File: src/rtl/vga_capture_if.sv
// Frame-buffer write port: linear address, truncated colour word and a write strobe.
interface vga_capture_if #(
  parameter int Mn          = 19,
  parameter int COLOR_DEPTH = 9
);
  logic [Mn-1:0]          memory_address;
  logic [COLOR_DEPTH-1:0] pixel_color;
  logic                   write_enable;

  modport master (output memory_address, pixel_color, write_enable);
  modport slave  (input  memory_address, pixel_color, write_enable);
endinterface

File: src/rtl/vga_capture.sv
// VGA receiver: locks to an active-low-sync stream, verifies frame geometry and
// writes visible pixels into a COLS x ROWS frame buffer.
module vga_capture #(
  parameter     RESOLUTION  = "640x480",
  parameter int COLOR_DEPTH = 9,
  parameter int nX          = 10,
  parameter int nY          = 9,
  parameter int Mn          = 19,
  parameter int COLS        = 640,
  parameter int ROWS        = 480,
  parameter int DATA_DELAY  = 2
) (
  input  logic          vga_clock,
  input  logic          reset,
  input  logic [7:0]    VGA_R,
  input  logic [7:0]    VGA_G,
  input  logic [7:0]    VGA_B,
  input  logic          VGA_HS,
  input  logic          VGA_VS,
  input  logic          VGA_BLANK_N,
  vga_capture_if.master mem,
  output logic          locked,
  output logic          frame_done,
  output logic          timing_error
);
  localparam int BITS_PER_RGB = COLOR_DEPTH / 3;
  localparam int PW           = 3 * BITS_PER_RGB;

  localparam logic [nX-1:0] X_MAX  = '1;
  localparam logic [nX-1:0] X_COLS = nX'(COLS);
  localparam logic [nY-1:0] Y_MAX  = '1;
  localparam logic [nY-1:0] Y_ROWS = nY'(ROWS);
  localparam logic [Mn-1:0] A_MAX  = Mn'(COLS * ROWS - 1);

  typedef enum logic [1:0] {
    ST_SEARCH,
    ST_MEASURE,
    ST_LOCKED
  } state_t;

  state_t state_q, state_d;

  logic [PW-1:0] rgb_in;
  logic [PW-1:0] rgb_pipe [DATA_DELAY+1];
  logic [PW-1:0] rgb_s1;

  logic hs_s1, vs_s1, blank_s1;
  logic vs_s2, blank_s2;
  logic vs_fall, line_end;

  logic [nX-1:0] x_cnt;
  logic [nY-1:0] line_cnt, line_upd;
  logic          bad_frame, bad_upd, frame_ok;
  logic [Mn-1:0] addr;
  logic          wr, fd_d, te_d;

  logic          we_q;
  logic [Mn-1:0] addr_q;
  logic [PW-1:0] pix_q;

  logic unused_lsbs, unused_misc;

  assign rgb_in = {VGA_R[7 -: BITS_PER_RGB], VGA_G[7 -: BITS_PER_RGB], VGA_B[7 -: BITS_PER_RGB]};

  if (BITS_PER_RGB < 8) begin : g_lsbs
    assign unused_lsbs = ^{VGA_R[7-BITS_PER_RGB:0], VGA_G[7-BITS_PER_RGB:0], VGA_B[7-BITS_PER_RGB:0]};
  end else begin : g_no_lsbs
    assign unused_lsbs = 1'b0;
  end
  assign unused_misc = ^{unused_lsbs, hs_s1, RESOLUTION};

  // RGB runs DATA_DELAY stages ahead of the sync/blank register so both leave s1 together.
  always_ff @(posedge vga_clock or posedge reset) begin
    if (reset) begin
      for (int unsigned i = 0; i <= DATA_DELAY; i++) rgb_pipe[i] <= '0;
    end else begin
      rgb_pipe[0] <= rgb_in;
      for (int unsigned i = 1; i <= DATA_DELAY; i++) rgb_pipe[i] <= rgb_pipe[i-1];
    end
  end
  assign rgb_s1 = rgb_pipe[DATA_DELAY];

  always_ff @(posedge vga_clock or posedge reset) begin
    if (reset) begin
      hs_s1    <= 1'b1;
      vs_s1    <= 1'b1;
      blank_s1 <= 1'b0;
      vs_s2    <= 1'b1;
      blank_s2 <= 1'b0;
    end else begin
      hs_s1    <= VGA_HS;
      vs_s1    <= VGA_VS;
      blank_s1 <= VGA_BLANK_N;
      vs_s2    <= vs_s1;
      blank_s2 <= blank_s1;
    end
  end

  assign vs_fall  = vs_s2 & ~vs_s1;
  assign line_end = blank_s2 & ~blank_s1;

  // A line ending on the vs_fall cycle is counted before the frame is judged.
  always_comb begin
    line_upd = line_cnt;
    if (line_end && line_cnt != Y_MAX) line_upd = line_cnt + 1'b1;
    bad_upd  = bad_frame | (line_end && x_cnt != X_COLS);
    frame_ok = (line_upd == Y_ROWS) && !bad_upd;
  end

  always_ff @(posedge vga_clock or posedge reset) begin
    if (reset) begin
      x_cnt     <= '0;
      line_cnt  <= '0;
      bad_frame <= 1'b0;
    end else begin
      if (line_end)                          x_cnt <= '0;
      else if (blank_s1 && x_cnt != X_MAX)   x_cnt <= x_cnt + 1'b1;
      line_cnt  <= vs_fall ? '0   : line_upd;
      bad_frame <= vs_fall ? 1'b0 : bad_upd;
    end
  end

  always_ff @(posedge vga_clock or posedge reset) begin
    if (reset) state_q <= ST_SEARCH;
    else       state_q <= state_d;
  end

  always_comb begin
    state_d = state_q;
    fd_d    = 1'b0;
    te_d    = 1'b0;
    if (vs_fall) begin
      unique case (state_q)
        ST_SEARCH:  state_d = ST_MEASURE;
        ST_MEASURE: begin
          if (frame_ok) state_d = ST_LOCKED;
          else          te_d    = 1'b1;
        end
        ST_LOCKED: begin
          if (frame_ok) begin
            fd_d = 1'b1;
          end else begin
            te_d    = 1'b1;
            state_d = ST_MEASURE;
          end
        end
        default: state_d = ST_SEARCH;
      endcase
    end
  end

  assign wr = (state_q == ST_LOCKED) && blank_s1;

  always_ff @(posedge vga_clock or posedge reset) begin
    if (reset)                       addr <= '0;
    else if (vs_fall)                addr <= '0;
    else if (wr && addr != A_MAX)    addr <= addr + 1'b1;
  end

  always_ff @(posedge vga_clock or posedge reset) begin
    if (reset) begin
      we_q         <= 1'b0;
      addr_q       <= '0;
      pix_q        <= '0;
      locked       <= 1'b0;
      frame_done   <= 1'b0;
      timing_error <= 1'b0;
    end else begin
      we_q         <= wr;
      addr_q       <= addr;
      pix_q        <= rgb_s1;
      locked       <= (state_d == ST_LOCKED);
      frame_done   <= fd_d;
      timing_error <= te_d;
    end
  end

  assign mem.write_enable   = we_q;
  assign mem.memory_address = addr_q;
  assign mem.pixel_color    = COLOR_DEPTH'(pix_q);
endmodule

File: src/flat_wrapper.sv
// flat-port wrapper written by rule: the top's interface ports become plain ports
module vga_capture_flat 
#(
  parameter     RESOLUTION  = "       ",
  parameter int COLOR_DEPTH = 9,
  parameter int nX          = 10,
  parameter int nY          = 9,
  parameter int Mn          = 19,
  parameter int COLS        = 640,
  parameter int ROWS        = 480,
  parameter int DATA_DELAY  = 2
)
  (vga_clock, reset, VGA_R, VGA_G, VGA_B, VGA_HS, VGA_VS, VGA_BLANK_N, locked, frame_done, timing_error, mem_memory_address, mem_pixel_color, mem_write_enable);
  vga_capture_if #(.Mn(Mn), .COLOR_DEPTH(COLOR_DEPTH)) mem_i ();
  input  logic vga_clock;
  input  logic reset;
  input  logic [7:0] VGA_R;
  input  logic [7:0] VGA_G;
  input  logic [7:0] VGA_B;
  input  logic VGA_HS;
  input  logic VGA_VS;
  input  logic VGA_BLANK_N;
  output logic locked;
  output logic frame_done;
  output logic timing_error;
  output wire logic [$bits(mem_i.memory_address)-1:0] mem_memory_address;
  output wire logic [$bits(mem_i.pixel_color)-1:0] mem_pixel_color;
  output wire logic [$bits(mem_i.write_enable)-1:0] mem_write_enable;
  assign mem_memory_address = mem_i.memory_address;
  assign mem_pixel_color = mem_i.pixel_color;
  assign mem_write_enable = mem_i.write_enable;
  vga_capture #(.RESOLUTION(RESOLUTION), .COLOR_DEPTH(COLOR_DEPTH), .nX(nX), .nY(nY), .Mn(Mn), .COLS(COLS), .ROWS(ROWS), .DATA_DELAY(DATA_DELAY)) u_core (.vga_clock(vga_clock), .reset(reset), .VGA_R(VGA_R), .VGA_G(VGA_G), .VGA_B(VGA_B), .VGA_HS(VGA_HS), .VGA_VS(VGA_VS), .VGA_BLANK_N(VGA_BLANK_N), .mem(mem_i), .locked(locked), .frame_done(frame_done), .timing_error(timing_error));
endmodule
File: config.mk
export PLATFORM = sky130hd
export DESIGN_NAME = vga_capture_flat
export DESIGN_NICKNAME = d
export VERILOG_FILES = /design/src/rtl/vga_capture_if.sv /design/src/rtl/vga_capture.sv /design/src/flat_wrapper.sv
export SDC_FILE = /design/constraint.sdc
export NUM_CORES = 1
export LEC_CHECK = 0
export CAP_MARGIN = 30
export CORE_UTILIZATION = 58
export CTS_CLUSTER_DIAMETER = 120
export CTS_CLUSTER_SIZE = 30
export DETAILED_ROUTE_END_ITERATION = 7
export GPL_TIMING_DRIVEN = 0
export PLACE_DENSITY = 0.95
export SETUP_SLACK_MARGIN = 0.3
export SLEW_MARGIN = 15
export SYNTH_ARGS = -nofsm -noshare
export SYNTH_HDL_FRONTEND = slang
export SYNTH_SLANG_ARGS = --single-unit
File: constraint.sdc
create_clock -name vga_clock -period 9.2 [get_ports vga_clock]
set_clock_uncertainty 0.1 [all_clocks]
set_input_delay 1.84 -clock vga_clock [delete_from_list [all_inputs] [get_ports vga_clock]]
set_output_delay 1.84 -clock vga_clock [all_outputs]
set_load 0.01 [all_outputs]
### Word-level counts from Yosys, hierarchy flattened

Cells that the tools add are included.

| cells by class | value |
|---|---|
| add/sub/neg operators | 3 |
| multipliers | 0 |
| div/mod/pow operators | 0 |
| $lt $le $gt $ge | 0 |
| eq/ne operators | 8 |
| shift operators | 0 |
| multiplexer cells | 17 |
| bitwise gates (word level) | 5 |
| reductions and logical operators | 11 |

Operators by type and width:

| kind | count |
|---|---|
| 2-to-1 mux 19 bit | 2 |
| 2-to-1 mux 10 bit | 2 |
| inequality test 10 bit (second input constant) | 2 |
| adder 19 x 1 -> 19 bit (second input constant) | 1 |
| inequality test 19 bit (second input constant) | 1 |
| 2-to-1 mux 9 bit | 2 |
| adder 10 x 1 -> 10 bit (second input constant) | 1 |
| adder 9 x 1 -> 9 bit (second input constant) | 1 |
| equality test 9 bit (second input constant) | 1 |
| inequality test 9 bit (second input constant) | 1 |
| 2-to-1 mux 1 bit | 7 |
| logical AND 1 bit | 6 |
| 2-to-1 mux 2 bit | 3 |
| case mux 2 bit (3 select lines) | 1 |
| equality test 2 bit (second input constant) | 2 |
| nonzero test 2 bit | 2 |
| AND 1 bit | 2 |
| equality test 2 x 1 -> 1 bit (second input constant) | 1 |
| zero test 2 bit | 1 |
| NOT 1 bit | 2 |
| OR reduction 2 bit | 1 |
| zero test 1 bit | 1 |
| bitwise OR 1 bit | 1 |

| word-level totals | value |
|---|---|
| flip-flop bits (word level) | 104 |
| bits in latches | 0 |
| bits in writable memories | 0 |
| ROM bits | 0 |
| input bits | 29 |
| output and inout port bits | 32 |
| word-level logic and storage cells | 62 |
| memories | 0 |

### Logic depth before layout (Yosys ltp)

| logic depth | value |
|---|---|
| depth after elaboration | 10 |
| mapped depth | 9 |
| depth with buffers taken out | 9 |

### Worst setup path before layout

Ideal clock, no wire load.

| timing path | value |
|---|---|
| kind | register -> register |
| from | reg u_core.line_cnt[0] |
| to | reg u_core.state_q[0] |
| arrival | 2,172 ps |
| required time | 8,981 ps |
| setup slack | 6,809 ps |
| stages on the path, launching flop included | 10 |
| buffers on the path | 0 |
| cell sequence | dfrtp_1 > ha_1 > nand3_1 > nor2_1 > ha_1 > nor3b_4 > nand4_2 > xor2_1 > nand4b_2 > o21ba_2 |

| on the way | value |
|---|---|
| longest elaborated chain between the ends | 8 |

RTL lines:

| element | line | text |
|---|---|---|
| from (decl) | vga_capture.sv:52 | `logic [nY-1:0] line_cnt, line_upd;` |
| from (signal assigned) | vga_capture.sv:118 | `line_cnt <= vs_fall ? '0 : line_upd;` |
| branches (longest 2 deep; another with adder 9 x 1 -> 9 bit) | n/a |  |
| 2-to-1 mux 9 bit * | vga_capture.sv:105 | `if (line_end && line_cnt != Y_MAX) line_upd = line_cnt + 1'b1;` |
| equality test 9 bit * | vga_capture.sv:107 | `frame_ok = (line_upd == Y_ROWS) && !bad_upd;` |
| logical AND 1 bit * | vga_capture.sv:107 |  |
| 2-to-1 mux 2 bit (on tied branches) | vga_capture.sv:140, vga_capture.sv:136 |  |
| case mux 2 bit (3 select lines) * | vga_capture.sv:133 | `unique case (state_q)` |
| 2-to-1 mux 2 bit * | vga_capture.sv:132 | `if (vs_fall) begin` |
| net u_core.state_d[0] | vga_capture.sv:41 | `state_t state_q, state_d;` |
| to (signal assigned) | vga_capture.sv:125 | `else state_q <= state_d;` |
| to (decl) | vga_capture.sv:41 |  |

Mark *: on every way through the listed nets, which the timed path passes.
A chain may end at the register's enable or synchronous reset.

### Worst setup path after layout

| timing path | value |
|---|---|
| from | reg u_core.timing_error |
| to | out timing_error |

RTL lines:

| element | line | text |
|---|---|---|
| from (decl) | vga_capture.sv:24 | `output logic timing_error` |
| from (signal assigned) | vga_capture.sv:174 | `timing_error <= te_d;` |
| to (decl) | flat_wrapper.sv:25 | `output logic timing_error;` |

No word-level cell between the ends.

==> impl_metrics.ini <==
[critical_path]
worst-r2r-setup-slack_ns = 6.40
timing.rr.start = u_core.line_cnt[0]$_DFF_PP0_
cpPeakStageDelay_ns = 0.54
cp_max_fo = 1
reg2regPathDepth = 9
critPathBufInv = 1
critPathKind = reg2out
path_delay_family = buffers and inverters
cp-start-kind = register
cp.arrival_ns = 1.25
critPathSlowestCell = clkdlybuf4s50_1
reg2reg_to = u_core.state_q[0]$_DFF_PP0_
path_cells = clkdlybuf4s50_1
crit_required_ns = 7.26
cp.depth = 1
endpoint_kind = output port

[placement]
io_buffers = 44
post-place-cells = 470
dp_slack_ns = 6.13
finalWeightedCongestion = 0.876
dp_hpwl_um = 4770

[layout]
area_growth_pct = 19.5
layout-drive-gt1-share_pct = 9.74
final_cell_count_no_fill = 486
final_cell_mix = dfrtp_1, clkdlybuf4s50_1, nor2_1, nand2_1, xnor2_1
diodes = 0
mostFrequentLayoutCell = dfrtp_1
final_nets = 423

[sta]
tns_ns = 0
setup_viol = 0
max_clock_freq_ghz = 0.313
finalMaxSlewViolations = 0
slew_headroom_pct = 62.2
worst_pin_slew_ns = 0.562
min_period_ns = 3.19
rsz0062_at_grt = no
setup_ws_ns = 6.01
min_period_over_period_pct = 34.7
hold_violations = 0

[floorplan]
initial_core_util_pct = 60.3
num_rows = 30
die_h_um = 86.1
design.die.area_um2 = 7410
io_pins = 61
die_x_um = 86.1
coreArea_um2 = 6790

[global_route]
grt_antenna_before_repair = 0
overflow = 0
grt.busiest_layer = met2
grt_usage_pct = 21.8
first_global_vias = 2593
grt_pass1_wl_um = 12100
met2_usage_pct = 33.6
grt_use_met1_pct = 29.2
grt_max_degree = 61
grt_use_met3_pct = 5.39

[clock_tree]
cts.sinks = 104
numCtsBuffers = 9
hold_buffers = 0
cts_buffer_depth = 2
root_buffer = clkbuf_8
post_cts_buffers = 0
post_cts_resized = 0
cts_max_level = 3
cts_tree = yes
clkTransAtPathRegs_ns = 0.10
clk_latency_ns = 0.37

[yosys]
syn_area_per_cell_um2 = 12.5
synth-edff-count = 0
synth_nets = 367
yosysWarnings = 0
synth_cell_types = 54
synth-seq-area-share_pct = 63.5
async_reset_ff_share_pct = 100
synth_top_flop_cell = dfrtp_1
synth_area_um2 = 4100
netlist_instances = 329
synth-seq-cells = 104

[min_path]
hold_class = reg2reg
min_delay_path_depth = 0
hold_start = u_core.rgb_s1[4]$_DFF_PP0_
holdPathEnd = u_core.mem.pixel_color[4]$_DFF_PP0_

[route]
drc = 0
vias = 2703
routed_via_density = 5.56
wl_per_cell_um = 15.0
drt_pass1_iterations = 4
ant_nets = 0
drt_iter0_drc = 140
routed_wl_um = 7300

[run_status]
status = complete, no violations

[job]
maxCapViolations = 0

[pwr]
p_per_area_nw_per_um2 = 176
leakage_nw = 2.19
ir_worst_vdd_v = 0.000114
power.total_mw = 0.862
[per-stage QoR]
stage	hold slack (ns)	instance area, um2	util, %
after CTS	0.249	4900	72.1
after detailed placement	0.235	4690	69.0
final	0.243	4900	72.1
after global routing	0.258	4900	72.1
after floorplan	0.231	4100	-
after global placement	0.231	4660	68.6
[where the power goes]
part	internal, mW	leakage [nW]	switching, mW
registers	0.476	1.35	0.0164
clock network	0.132	0.107	0.163
logic	0.0348	0.737	0.0407
[cells in the mapped netlist, types with 3 or more instances]
cell	count	area share, %
or3_1	3	0.46
mux2i_1	4	0.98
ha_1	9	2.7
o21ai_0	10	1.2
nand4_1	10	1.5
clkbuf_1	4	0.37
nor2b_1	3	0.46
dfrtp_1	102	62
nand4b_1	3	0.64
nand3_1	9	1.1
and2_1	4	0.61
inv_1	14	1.3
nor3_1	4	0.49
nand2_1	19	1.7
xor2_1	12	2.6
a21oi_1	8	0.98
xnor2_1	16	3.4
a211oi_1	5	0.92
and3_1	10	1.5
and4_1	3	0.64
nor2_1	38	3.5
[worst max path at each step]
stage	start	end	slack (ns)
after floorplan	reset	u_core.addr[0]$_DFFE_PP0P_	4.53
after global placement	reset	u_core.mem.memory_address[10]$_DFF_PP0_	3.31
after detailed placement	reset	u_core.mem.memory_address[18]$_DFF_PP0_	6.13
after CTS	u_core.timing_error$_DFF_PP0_	timing_error	5.98
after global routing	u_core.timing_error$_DFF_PP0_	timing_error	5.96
final	u_core.timing_error$_DFF_PP0_	timing_error	6.01
[state kept, by name, indices dropped and copies added, names as in the netlist]
register                   cells
u_core.addr                   19
u_core.mem.memory_address     19
u_core.rgb_pipe               18
u_core.x_cnt                  10
u_core.line_cnt                9
u_core.mem.pixel_color         9
u_core.rgb_s1                  9
u_core.state_q                 2
u_core.bad_frame               1
u_core.blank_s1                1
u_core.blank_s2                1
u_core.frame_done              1
u_core.locked                  1
u_core.mem.write_enable        1
u_core.timing_error            1
u_core.vs_s1                   1
u_core.vs_s2                   1
[metal layers]
metal	wire [um]	vias up	share of wire, %
li1	-	1245	-
met1	3210	1363	44
met2	3590	80	49
met3	361	15	4.9
met4	138	0	1.9
met5	0	-	0
[layout make-up]
type	count	area, um2
repair buffers	45	468
flip-flops and latches	104	2610
multi-input cells	201	1390
fillers	413	1890
inverters	14	55.1
clock buffers	9	124
clock inverters	7	85.1
plain buffers	10	52.6
well taps	96	120
[logic make-up after synthesis]
logic type,after synthesis,synth area share (%)
adder cells (fa/ha/maj),9,2.75
AND/OR/NAND/NOR,120,16.9
AO/OA/AOI/OAI,40,7.32
XOR/XNOR,28,5.98
buffers and inverters,24,2.56
flip-flops,104,63.5
multiplexers,4,0.977
[worst reg2reg max path, stage by stage, from the launching register on]
cell and delay (ns):
dfrtp_1 0.47, ha_1 0.27, nand3_1 0.15, nor2_1 0.07, ha_1 0.26, nor3b_4 0.41, nand4b_1 0.15, o21ai_0 0.29
nand4b_2 0.25, o21ba_2 0.27
(Power assumes the default switching activity.)
